`config.mk`:
```
export PLATFORM = sky130hd
export DESIGN_NAME = regfile_writeback_queue
export DESIGN_NICKNAME = d
export VERILOG_FILES = /design/src/rtl/regfile_writeback_queue.sv
export SDC_FILE = /design/constraint.sdc
export NUM_CORES = 1
export LEC_CHECK = 0
export CORE_AREA = 4 4 184 186
export DETAILED_ROUTE_END_ITERATION = 12
export DIE_AREA = 0 0 188 190
export GPL_TIMING_DRIVEN = 0
export PLACE_DENSITY = 0.92
export SLEW_MARGIN = 0
export SYNTH_ARGS = -nofsm -noshare
export SYNTH_HDL_FRONTEND = slang
export SYNTH_SLANG_ARGS = --single-unit
```
`constraint.sdc`:
```
create_clock -name clk -period 11.64 [get_ports clk]
set_clock_uncertainty 0.2 [all_clocks]
set_input_delay 2.91 -clock clk [delete_from_list [all_inputs] [get_ports clk]]
set_output_delay 2.91 -clock clk [all_outputs]
set_load 0.02 [all_outputs]
```
`src/rtl/regfile_writeback_queue.sv`:
```
// In-order writeback FIFO serialising ALU/load results onto the regfile write port.
// Define WB_BYPASS_EN to build the youngest-match forwarding comparators.
module regfile_writeback_queue #(
   parameter int DATA_W   = 64,
   parameter int ADDR_W   = 5,
   parameter int NUM_REGS = 18,
   parameter int DEPTH    = 4
) (
   input  logic                     clk,
   input  logic                     reset,
   input  logic                     alu_valid,
   input  logic [ADDR_W-1:0]        alu_rd,
   input  logic [DATA_W-1:0]        alu_data,
   output logic                     alu_ready,
   input  logic                     mem_valid,
   input  logic [ADDR_W-1:0]        mem_rd,
   input  logic [DATA_W-1:0]        mem_data,
   output logic                     mem_ready,
   output logic [ADDR_W-1:0]        wb_rd,
   output logic [DATA_W-1:0]        wb_data,
   output logic                     wb_we,
   input  logic [ADDR_W-1:0]        rs1,
   input  logic [ADDR_W-1:0]        rs2,
   output logic                     fwd1_hit,
   output logic                     fwd2_hit,
   output logic [DATA_W-1:0]        fwd1_data,
   output logic [DATA_W-1:0]        fwd2_data,
   output logic [$clog2(DEPTH):0]   count,
   output logic                     drop_err
);

   localparam int PW = $clog2(DEPTH);
   localparam int CW = PW + 1;
   localparam logic [CW-1:0]     FULL  = CW'(DEPTH);
   localparam logic [CW-1:0]     ROOM2 = CW'(DEPTH - 2);
   localparam logic [ADDR_W:0]   NREG  = (ADDR_W + 1)'(NUM_REGS);

   logic [PW-1:0]     head;
   logic [PW-1:0]     tail;
   logic [PW-1:0]     mem_slot;
   logic [ADDR_W-1:0] rd_q   [DEPTH];
   logic [DATA_W-1:0] data_q [DEPTH];

   logic       alu_fire, mem_fire;
   logic       alu_keep, mem_keep;
   logic       alu_bad, mem_bad;
   logic       pop;
   logic [1:0] n_push;

   // Readiness looks only at registered count; the same-cycle pop is not credited.
   assign alu_ready = count < FULL;
   assign mem_ready = alu_valid ? (count <= ROOM2) : (count < FULL);

   assign alu_fire = alu_valid & alu_ready;
   assign mem_fire = mem_valid & mem_ready;
   assign alu_bad  = alu_fire & ({1'b0, alu_rd} >= NREG);
   assign mem_bad  = mem_fire & ({1'b0, mem_rd} >= NREG);
   assign alu_keep = alu_fire & (alu_rd != '0) & ~alu_bad;
   assign mem_keep = mem_fire & (mem_rd != '0) & ~mem_bad;

   assign pop      = count != '0;
   assign n_push   = {1'b0, alu_keep} + {1'b0, mem_keep};
   assign mem_slot = tail + PW'(alu_keep);

   always_ff @(posedge clk) begin
      if (alu_keep) begin
         rd_q[tail]   <= alu_rd;
         data_q[tail] <= alu_data;
      end
      if (mem_keep) begin
         rd_q[mem_slot]   <= mem_rd;
         data_q[mem_slot] <= mem_data;
      end
   end

   always_ff @(posedge clk or posedge reset) begin
      if (reset) begin
         head     <= '0;
         tail     <= '0;
         count    <= '0;
         wb_we    <= 1'b0;
         wb_rd    <= '0;
         wb_data  <= '0;
         drop_err <= 1'b0;
      end else begin
         head  <= head + PW'(pop);
         tail  <= tail + PW'(n_push);
         count <= count + CW'(n_push) - CW'(pop);
         wb_we <= pop;
         if (pop) begin
            wb_rd   <= rd_q[head];
            wb_data <= data_q[head];
         end
         if (alu_bad | mem_bad)
            drop_err <= 1'b1;
      end
   end

`ifdef WB_BYPASS_EN
   // Scan oldest to youngest so the last match (tail-most) wins.
   always_comb begin
      fwd1_hit  = 1'b0;
      fwd2_hit  = 1'b0;
      fwd1_data = '0;
      fwd2_data = '0;
      if (wb_we && wb_rd == rs1) begin
         fwd1_hit  = 1'b1;
         fwd1_data = wb_data;
      end
      if (wb_we && wb_rd == rs2) begin
         fwd2_hit  = 1'b1;
         fwd2_data = wb_data;
      end
      for (int k = 0; k < DEPTH; k++) begin
         logic [PW-1:0] idx;
         idx = head + PW'(k);
         if (CW'(k) < count) begin
            if (rd_q[idx] == rs1) begin
               fwd1_hit  = 1'b1;
               fwd1_data = data_q[idx];
            end
            if (rd_q[idx] == rs2) begin
               fwd2_hit  = 1'b1;
               fwd2_data = data_q[idx];
            end
         end
      end
      if (rs1 == '0) begin
         fwd1_hit  = 1'b0;
         fwd1_data = '0;
      end
      if (rs2 == '0) begin
         fwd2_hit  = 1'b0;
         fwd2_data = '0;
      end
   end
`else
   logic unused_rs;
   assign unused_rs = ^{rs1, rs2};
   assign fwd1_hit  = 1'b0;
   assign fwd2_hit  = 1'b0;
   assign fwd1_data = '0;
   assign fwd2_data = '0;
`endif

endmodule

```
; After elaboration in Yosys (flattened, before gate mapping)
; Memories as Yosys holds them, arrays and structs flattened. A register that Yosys moved wholly into a read port is not among the register bits.
; Cells that the tools add are included.
[word_totals]
in_bits = 152
mem_bits_rw = 276
output_inout_bits = 206
ff_bits = 9
word_cells = 36
mem_count = 2
[op_classes]
order_cmp = 4
n_addsub = 6
mux = 5
n_bitwise = 11
reduce_logical = 3
[mem_list]
columns = memory, words, word_bits, read_ports, rd_ports_with_merged_regs, wr, line_no
row1 = data_q, 4, 64, 1, 1, 2, 42  ; logic [DATA_W-1:0] data_q [DEPTH];
row2 = rd_q, 4, 5, 1, 1, 2, 41  ; logic [ADDR_W-1:0] rd_q [DEPTH];
[ops]
columns = operator, n
row1 = $ge A5 B5 Y1 const B, 2
row2 = $reduce_bool A5 Y1, 2
row3 = $and A1 B1 Y1, 8
row4 = $mux W1, 5
row5 = $add A2 B1 Y2, 2
row6 = $add A3 B2 Y3, 1
row7 = $le A3 B2 Y1 const B, 1
row8 = $lt A3 B3 Y1 const B, 1
row9 = $reduce_bool A3 Y1, 1
row10 = $sub A3 B1 Y3, 1
row11 = $add A1 B1 Y2, 1
row12 = $add A2 B2 Y2, 1
row13 = $not A1 Y1, 2
row14 = $or A1 B1 Y1, 1

; Logic depth before layout (Yosys ltp)
; Gate-level depths: netlist of run 1.
[depth]
word_depth = 9
mapped_depth = 11
mapped_depth_nobuf = 11

; Worst setup path before layout of run 1
; Ideal clock, no wire load.
[synth_timing]
path_kind = in2reg
startpoint = input alu_rd[1]
endpoint = memory data_q[0][0], enable pin
path_slack_ps = 2440
arrival_time_ps = 8402
setup_ps = 599
cell_stages = 3
path_cell_list = o31ai_1 -> o211ai_1 -> o31ai_1
[synth_rtl]
columns = item, line_no
row1 = "start, declared", 12  ; input logic [ADDR_W-1:0] alu_rd,
row2 = "end, declared", 42

; Worst setup path after layout of run 1
[layout_timing]
startpoint = input alu_valid
endpoint = output mem_ready
[layout_between]
elab_chain_len = 1
[layout_lines]
columns = item, line_no
row1 = "start, declared", 11  ; input logic alu_valid,
row2 = $mux W1, 52  ; assign mem_ready = alu_valid ? (count <= ROOM2) : (count < FULL);
row3 = "end, declared", 18  ; output logic mem_ready,
; No other way between the ends.

==> results of run 1 <==
placed cells by master, fill, tap and decap left out, types with 6 or more instances in the layout:
cell,synthesis,final
buf_2,21,21
clkinv_2,0,6
mux4_2,69,69
inv_1,10,9
mux2_4,138,138
clkdlybuf4s50_1,0,217
clkbuf_8,0,6
mux2_2,207,207
clkbuf_16,0,40
conb_1,1,130
ha_1,7,7
edfxtp_1,276,276
dfrtp_1,78,78
buf_4,130,130
clkbuf_1,18,26
buf_6,16,16
logic make-up after synthesis:
family | after synthesis
buffers and inverters | 195
adder cells (fa/ha/maj) | 8
AO/OA/AOI/OAI | 10
other | 1
AND/OR/NAND/NOR | 14
flip-flops | 354
multiplexers | 414
XOR/XNOR | 6
final timing paths:
kind | end | cells after the start
worst max-delay path | mem_ready | 3
max in group asynchronous | wb_data[61]$_DFFE_PP0N_ | 3
worst max register to register | data_q[0][24]$_DFFE_PP_ | 12
worst min-delay path | wb_data[56]$_DFFE_PP0N_ | 1
min in group asynchronous | wb_data[31]$_DFFE_PP0N_ | 2
worst min register to register | wb_data[56]$_DFFE_PP0N_ | 1
final cells by class:
type | count | share of cell area
sequential | 354 | 0.451
multi-input combinational | 582 | 0.300
timing repair buffer | 228 | 0.106
buffer | 185 | 0.0585
clock buffer | 54 | 0.0490
tap | 442 | 0.0244
clock inverter | 18 | 0.00909
inverter | 10 | 0.00176
antenna | 4 | 0.000441
registers in the layout (all words and copies together), names as in the netlist:
signal and flops:
wb_data 64, wb_rd 5, data_q 256, head 2, wb_we 1, drop_err 1, rd_q 20, count 3
tail 2
through the flow:
| stage | hold WS, ns | total power (uW) | cells | util | instance area [sq um] |
|---|---|---|---|---|---|
| 2_1_floorplan | 0.277 | 3010 | 1131 | - | 18400 |
| 3_3_place_gp | 0.276 | 3620 | 1790 | 0.653 | 21100 |
| 3_5_place_dp | 0.289 | 3690 | 1801 | 0.662 | 21400 |
| 4_1_cts | 0.305 | 4960 | 1873 | 0.703 | 22700 |
| 5_1_grt | 0.313 | 5130 | 1877 | 0.703 | 22700 |
| 6_report | 0.303 | 4920 | 1877 | 0.703 | 22700 |
cells in the mapped netlist (2+ instances only):
master,count,area (sq um)
and3_1,2,12.5
buf_2,21,105
buf_4,130,976
buf_6,16,180
clkbuf_1,18,67.6
dfrtp_1,78,1950
edfxtp_1,276,8290
ha_1,7,87.6
inv_1,10,37.5
mux2_2,207,2330
mux2_4,138,2070
mux4_2,69,1550
nand2_1,3,11.3
nor2_1,3,11.3
o31ai_1,3,22.5
or3_1,2,12.5
xnor2_1,4,35.0
xor2_1,2,17.5
where the power goes:
| part | internal, uW | switching [uW] | leakage, uW |
|---|---|---|---|
| clock | 761 | 496 | 0.000648 |
| combinational | 947 | 870 | 0.00473 |
| sequential | 1710 | 133 | 0.00341 |
| total | 3420 | 1500 | 0.00878 |
critical path, stage by stage:
cell	delay, ns
clkdlybuf4s50_1	0.46
a31oi_1	0.50
clkdlybuf4s50_1	0.73
layer usage:
layer  wire length [microns]  track usage  share of wire  vias up
met5                       7            0        0.00017        -
met4                    1070       0.0680          0.026        2
met3                    2940       0.0459          0.071       78
met2                   21000        0.396           0.51      429
met1                   16100        0.282           0.39     4998
li1                        -            -              -     4428
==> flow_summary.yaml, run 1 <==
run_status:
  outcome: "finished clean"
setup_path:
  worstPathRequired_ns: 8.53
  r2r_slack_ns: 7.87
  cp-start-kind: "input pin"
  critPathArrivalTime_ns: 4.61
  worstPathMaxFanout: 3
  crit_type: "input pin to output pin"
  timing.rr.start: "count[2]$_DFF_PP0_"
  cp-startpoint: "alu_valid"
  endpoint_kind: "output pin"
yosys:
  syn_area_sq_um: 17900
  ys.flop_type: "edfxtp_1"
  synth_compound_area_frac: 0.00448
  ys_warn_count: 0
  synth-simple-area-share: 0.00420
  syn_area_per_cell_sq_um: 17.8
  synth-seq-cells: 354
  synthMuxAreaShare: 0.333
  synthAdderAreaFrac: 0.00602
  synth_xor_area_frac: 0.00294
  synth_cell_types: 31
  synth_cells: 1002
  synth-edff-count: 276
  synthArstFlopShare: 0.220
  synth_top_family_by_area: "multiplexers"
  yosysSeqAreaShare: 0.573
placement:
  pre_cts_ws_ns: 3.96
  io_buffers: 217
  place_hpwl_mm: 27.8
  gp_congestion: 0.730
drt:
  drc_errors: 0
  final_antenna_net_count: 0
  dr.pass1.iters: 5
  wl_per_cell_microns: 21.9
  via_per_inst: 5.29
  via_count: 9935
  drt_iter0_drc: 604
  wirelength_mm: 41.1
global_routing:
  grt_overflow: 0
  grt_pass1_vias: 10800
  grt_pass1_wl_mm: 62.3
  track_usage: 0.225
  grt_max_degree: 46
  grt_antenna_before_repair: 5
timing:
  rsz0062_at_grt: "no"
  finalCritPeriodShare: 0.663
  worstMarginPinSlew_ns: 0.942
  setup_viol: 0
  relSlewSlack: 0.372
  fmax_mhz: 130
  finalMaxSlewViolations: 0
  fin_ws_ns: 3.92
  tns_ns: 0
  period_needed_ns: 7.72
  hold_viol_final: 0
cts:
  clk_pin_slew_ns: 0.06
  post_cts_buffers: 0
  cts-htree-levels: 2
  worstSkewPairLatency_ns: 0.53
  clk_path_buf_depth: 3
  cts-root-buf: "clkbuf_16"
  numCtsBuffers: 39
  cts_tree: "yes"
  cts.sinks: 354
  cts_resized: 0
  cts_hold_repair.buffers: 0
min_path:
  min_from: "wb_data[56]$_DFFE_PP0N_"
  hp-class: "flip-flop to flip-flop"
finish:
  seqCellArea_sq_um: 10200
  nFillCells: 2021
  drive_above_1_share: 0.461
  multi_input_area_sq_um: 6800
  nets: 1560
  syn_to_final_growth_pct: 27.0
floorplanning:
  start_util: 0.554
  core_sq_um: 32300
  dieHeight_microns: 190
  num_rows: 66
  pin_count: 358
  dieArea_sq_um: 35700
  die_x_microns: 188
power_and_ir_drop:
  power_density_nw_per_um2: 217
  ir_drop_uv: 155
  p_leak_uw: 0.00878
flow_run:
  drv_cap: 0
Power figures use the tool's default switching activity.
==> inputs of run 2 (changes only) <==
--- a/config.mk
+++ b/config.mk
@@ -5,11 +5,11 @@
 export SDC_FILE = /design/constraint.sdc
 export NUM_CORES = 1
 export LEC_CHECK = 0
-export CORE_AREA = 4 4 184 186
+export CORE_AREA = 4 4 191 193
 export DETAILED_ROUTE_END_ITERATION = 12
-export DIE_AREA = 0 0 188 190
+export DIE_AREA = 0 0 195 197
 export GPL_TIMING_DRIVEN = 0
-export PLACE_DENSITY = 0.92
+export PLACE_DENSITY = 0.87
 export SLEW_MARGIN = 0
 export SYNTH_ARGS = -nofsm -noshare
 export SYNTH_HDL_FRONTEND = slang
==> constraint.sdc (replaced) <==
create_clock -name clk -period 7.6 [get_ports clk]
set_clock_uncertainty 0.2 [all_clocks]
set_input_delay 1.9 -clock clk [delete_from_list [all_inputs] [get_ports clk]]
set_output_delay 1.9 -clock clk [all_outputs]
set_load 0.02 [all_outputs]
==> run 2 against run 1 <==
Routed wire length is 0.25% lower. Clock power is 43% higher. Final cell count is 0.27% higher. Global-route usage is 1.7 points lower. Critical endpoint is now data_q[0][5]$_DFFE_PP_. Combinational power is 54% higher. Register-to-register slack worse by 4.1 ns.
==> flow_summary.yaml, run 2 (synthesis results as in run 1) <==
run_status:
  outcome: "finished clean"
global_routing:
  use_met1: 0.265
  grt_pass1_vias: 10400
  track_usage: 0.207
  met2_usage: 0.363
  grt_use_met3: 0.0480
  busiest_layer: "met2"
  grt_overflow: 0
  grt_antenna_before_repair: 4
  grt_pass1_wl_mm: 61.7
  grt_max_degree: 49
cts:
  clk_path_buf_depth: 3
  cts-root-buf: "clkbuf_16"
  cts-htree-levels: 2
  cts_resized: 0
  cts_hold_repair.buffers: 0
  post_cts_buffers: 0
  cts_tree: "yes"
  worstSkewPairLatency_ns: 0.51
  clk_pin_slew_ns: 0.06
  numCtsBuffers: 37
  cts.sinks: 354
power_and_ir_drop:
  power_density_nw_per_um2: 328
  ir_drop_uv: 266
  p_leak_uw: 0.00872
drt:
  via_per_inst: 5.22
  drt_iter0_drc: 456
  drc_errors: 0
  wl_per_cell_microns: 21.8
  via_count: 9818
  final_antenna_net_count: 0
  wirelength_mm: 41.0
  dr.pass1.iters: 5
placement:
  gp_congestion: 0.732
  dp.cells: 1814
  place_hpwl_mm: 27.6
  io_buffers: 217
  placed_cell_area_sq_um: 21400
timing:
  worstMarginPinSlew_ns: 0.822
  period_needed_ns: 5.75
  fmax_mhz: 174
  setup_viol: 0
  relSlewSlack: 0.452
  rsz0062_at_grt: "no"
  hold_viol_final: 0
  finalCritPeriodShare: 0.756
  finalMaxSlewViolations: 0
floorplanning:
  pin_count: 358
  dieHeight_microns: 197
  core_sq_um: 34500
  die_x_microns: 195
  dieArea_sq_um: 38400
  start_util: 0.518
  num_rows: 68
min_path:
  hold_depth: 1
  min_from: "wb_data[52]$_DFFE_PP0N_"
  hp-class: "flip-flop to flip-flop"
  min_to: "wb_data[52]$_DFFE_PP0N_"
finish:
  final_area_sq_um: 22600
  drive_above_1_share: 0.461
  reg.largest.list: "data_q (256), wb_data (64), rd_q (20)"
  seqCellArea_sq_um: 10200
  multi_input_area_sq_um: 6800
  final_cell_mix: "276 x edfxtp_1, 217 x clkdlybuf4s50_1, 207 x mux2_2"
  syn_to_final_growth_pct: 26.4
  nFillCells: 2310
  largest_reg_flops: 256
  nets: 1558
  layout_commonest_cell: "edfxtp_1"
  stdcell_count: 1882
  regMostFlops: "data_q"
setup_path:
  r2r_cells: 12
  reg2reg_to: "data_q[0][5]$_DFFE_PP_"
  r2r_slack_ns: 3.79
  critPathArrivalTime_ns: 5.81
  worstPathRequired_ns: 7.66
  timing.rr.start: "count[2]$_DFF_PP0_"
  crit_type: "input pin to flip-flop"
  cp-start-kind: "input pin"
  worstPathMaxFanout: 14
  endpoint_kind: "flip-flop"
flow_run:
  drv_cap: 0
run 2: changes by cell type in the layout (fill, tap and decap cells not counted), sizes merged:
cell / change
clkinvlp: +4
clkinv: -3
diode: -3
bufinv: -1
clkbuf: -5
run 2: where the power goes:
group	internal (uW)	switching [uW]
Clock	1050	758
Combinational	1450	1350
Sequential	2620	187
Total	5120	2290
run 2: critical path, stage by stage:
cell,delay [ns]
clkdlybuf4s50_1,0.52
or3_1,0.46
o211ai_1,0.45
inv_1,0.22
ha_1,0.25
xor2_1,0.29
nor2_1,0.08
nand2_1,0.38
buf_2,0.42
o31ai_4,0.27
buf_8,0.23
buf_16,0.16
buf_8,0.17
run 2: through the flow:
| stage | worst slack (ns) | total power (uW) | hold slack [ns] | utilization | TNS, ns |
|---|---|---|---|---|---|
| finish | 1.85 | 7410 | 0.304 | 0.654 | 0 |
| global route | 1.73 | 7750 | 0.324 | 0.654 | 0 |
| global placement | -2.10 | 5560 | 0.269 | 0.611 | -272.96 |
| detailed placement | 1.40 | 5670 | 0.277 | 0.620 | 0 |
| CTS | 1.89 | 7480 | 0.309 | 0.654 | 0 |
| floorplan | 1.25 | 4600 | 0.277 | - | 0 |
run 2: area by class of cell:
type,instances,share of cell area
multi-input combinational,582,0.301
timing repair buffer,228,0.107
sequential,354,0.453
clock inverter,18,0.00836
tap,455,0.0252
antenna,1,0.000111
buffer,185,0.0588
clock buffer,49,0.0447
inverter,10,0.00177
run 2: worst max path at each step:
stage                         start                       to  slack, ns  cells past startpoint
after detailed placement  alu_rd[1]   data_q[0][6]$_DFFE_PP_       1.40                     13
after global placement    alu_rd[1]  data_q[2][17]$_DFFE_PP_      -2.10                      6
after global routing      alu_rd[3]   data_q[0][5]$_DFFE_PP_       1.73                     13
final                     alu_rd[1]   data_q[0][5]$_DFFE_PP_       1.85                     13
after floorplan           alu_rd[1]   data_q[2][0]$_DFFE_PP_       1.25                      8
after CTS                 alu_rd[1]   data_q[0][5]$_DFFE_PP_       1.89                     13
run 2: layer usage:
metal  vias to the layer above  share of wire
li1                       4411              -
met1                      4956           0.39
met2                       381           0.51
met3                        64          0.077
met4                         6          0.021
met5                         -        0.00085
==> inputs of run 3 (changes only) <==
==> constraint.sdc (replaced) <==
create_clock -name clk -period 5.95 [get_ports clk]
set_clock_uncertainty 0.2 [all_clocks]
set_input_delay 1.4875 -clock clk [delete_from_list [all_inputs] [get_ports clk]]
set_output_delay 1.4875 -clock clk [all_outputs]
set_load 0.02 [all_outputs]
==> results of run 3 <==
The final DEF is identical to that of run 2. Status: finished clean.
Among the figures that moved: setup slack after placement 1.40 ns -> 0.165 ns; setup slack after layout 1.85 ns -> 0.615 ns; register-to-register setup slack 3.79 ns -> 2.14 ns; total power 7410 uW -> 9460 uW; worst IR drop on VDD 266 uV -> 340 uV
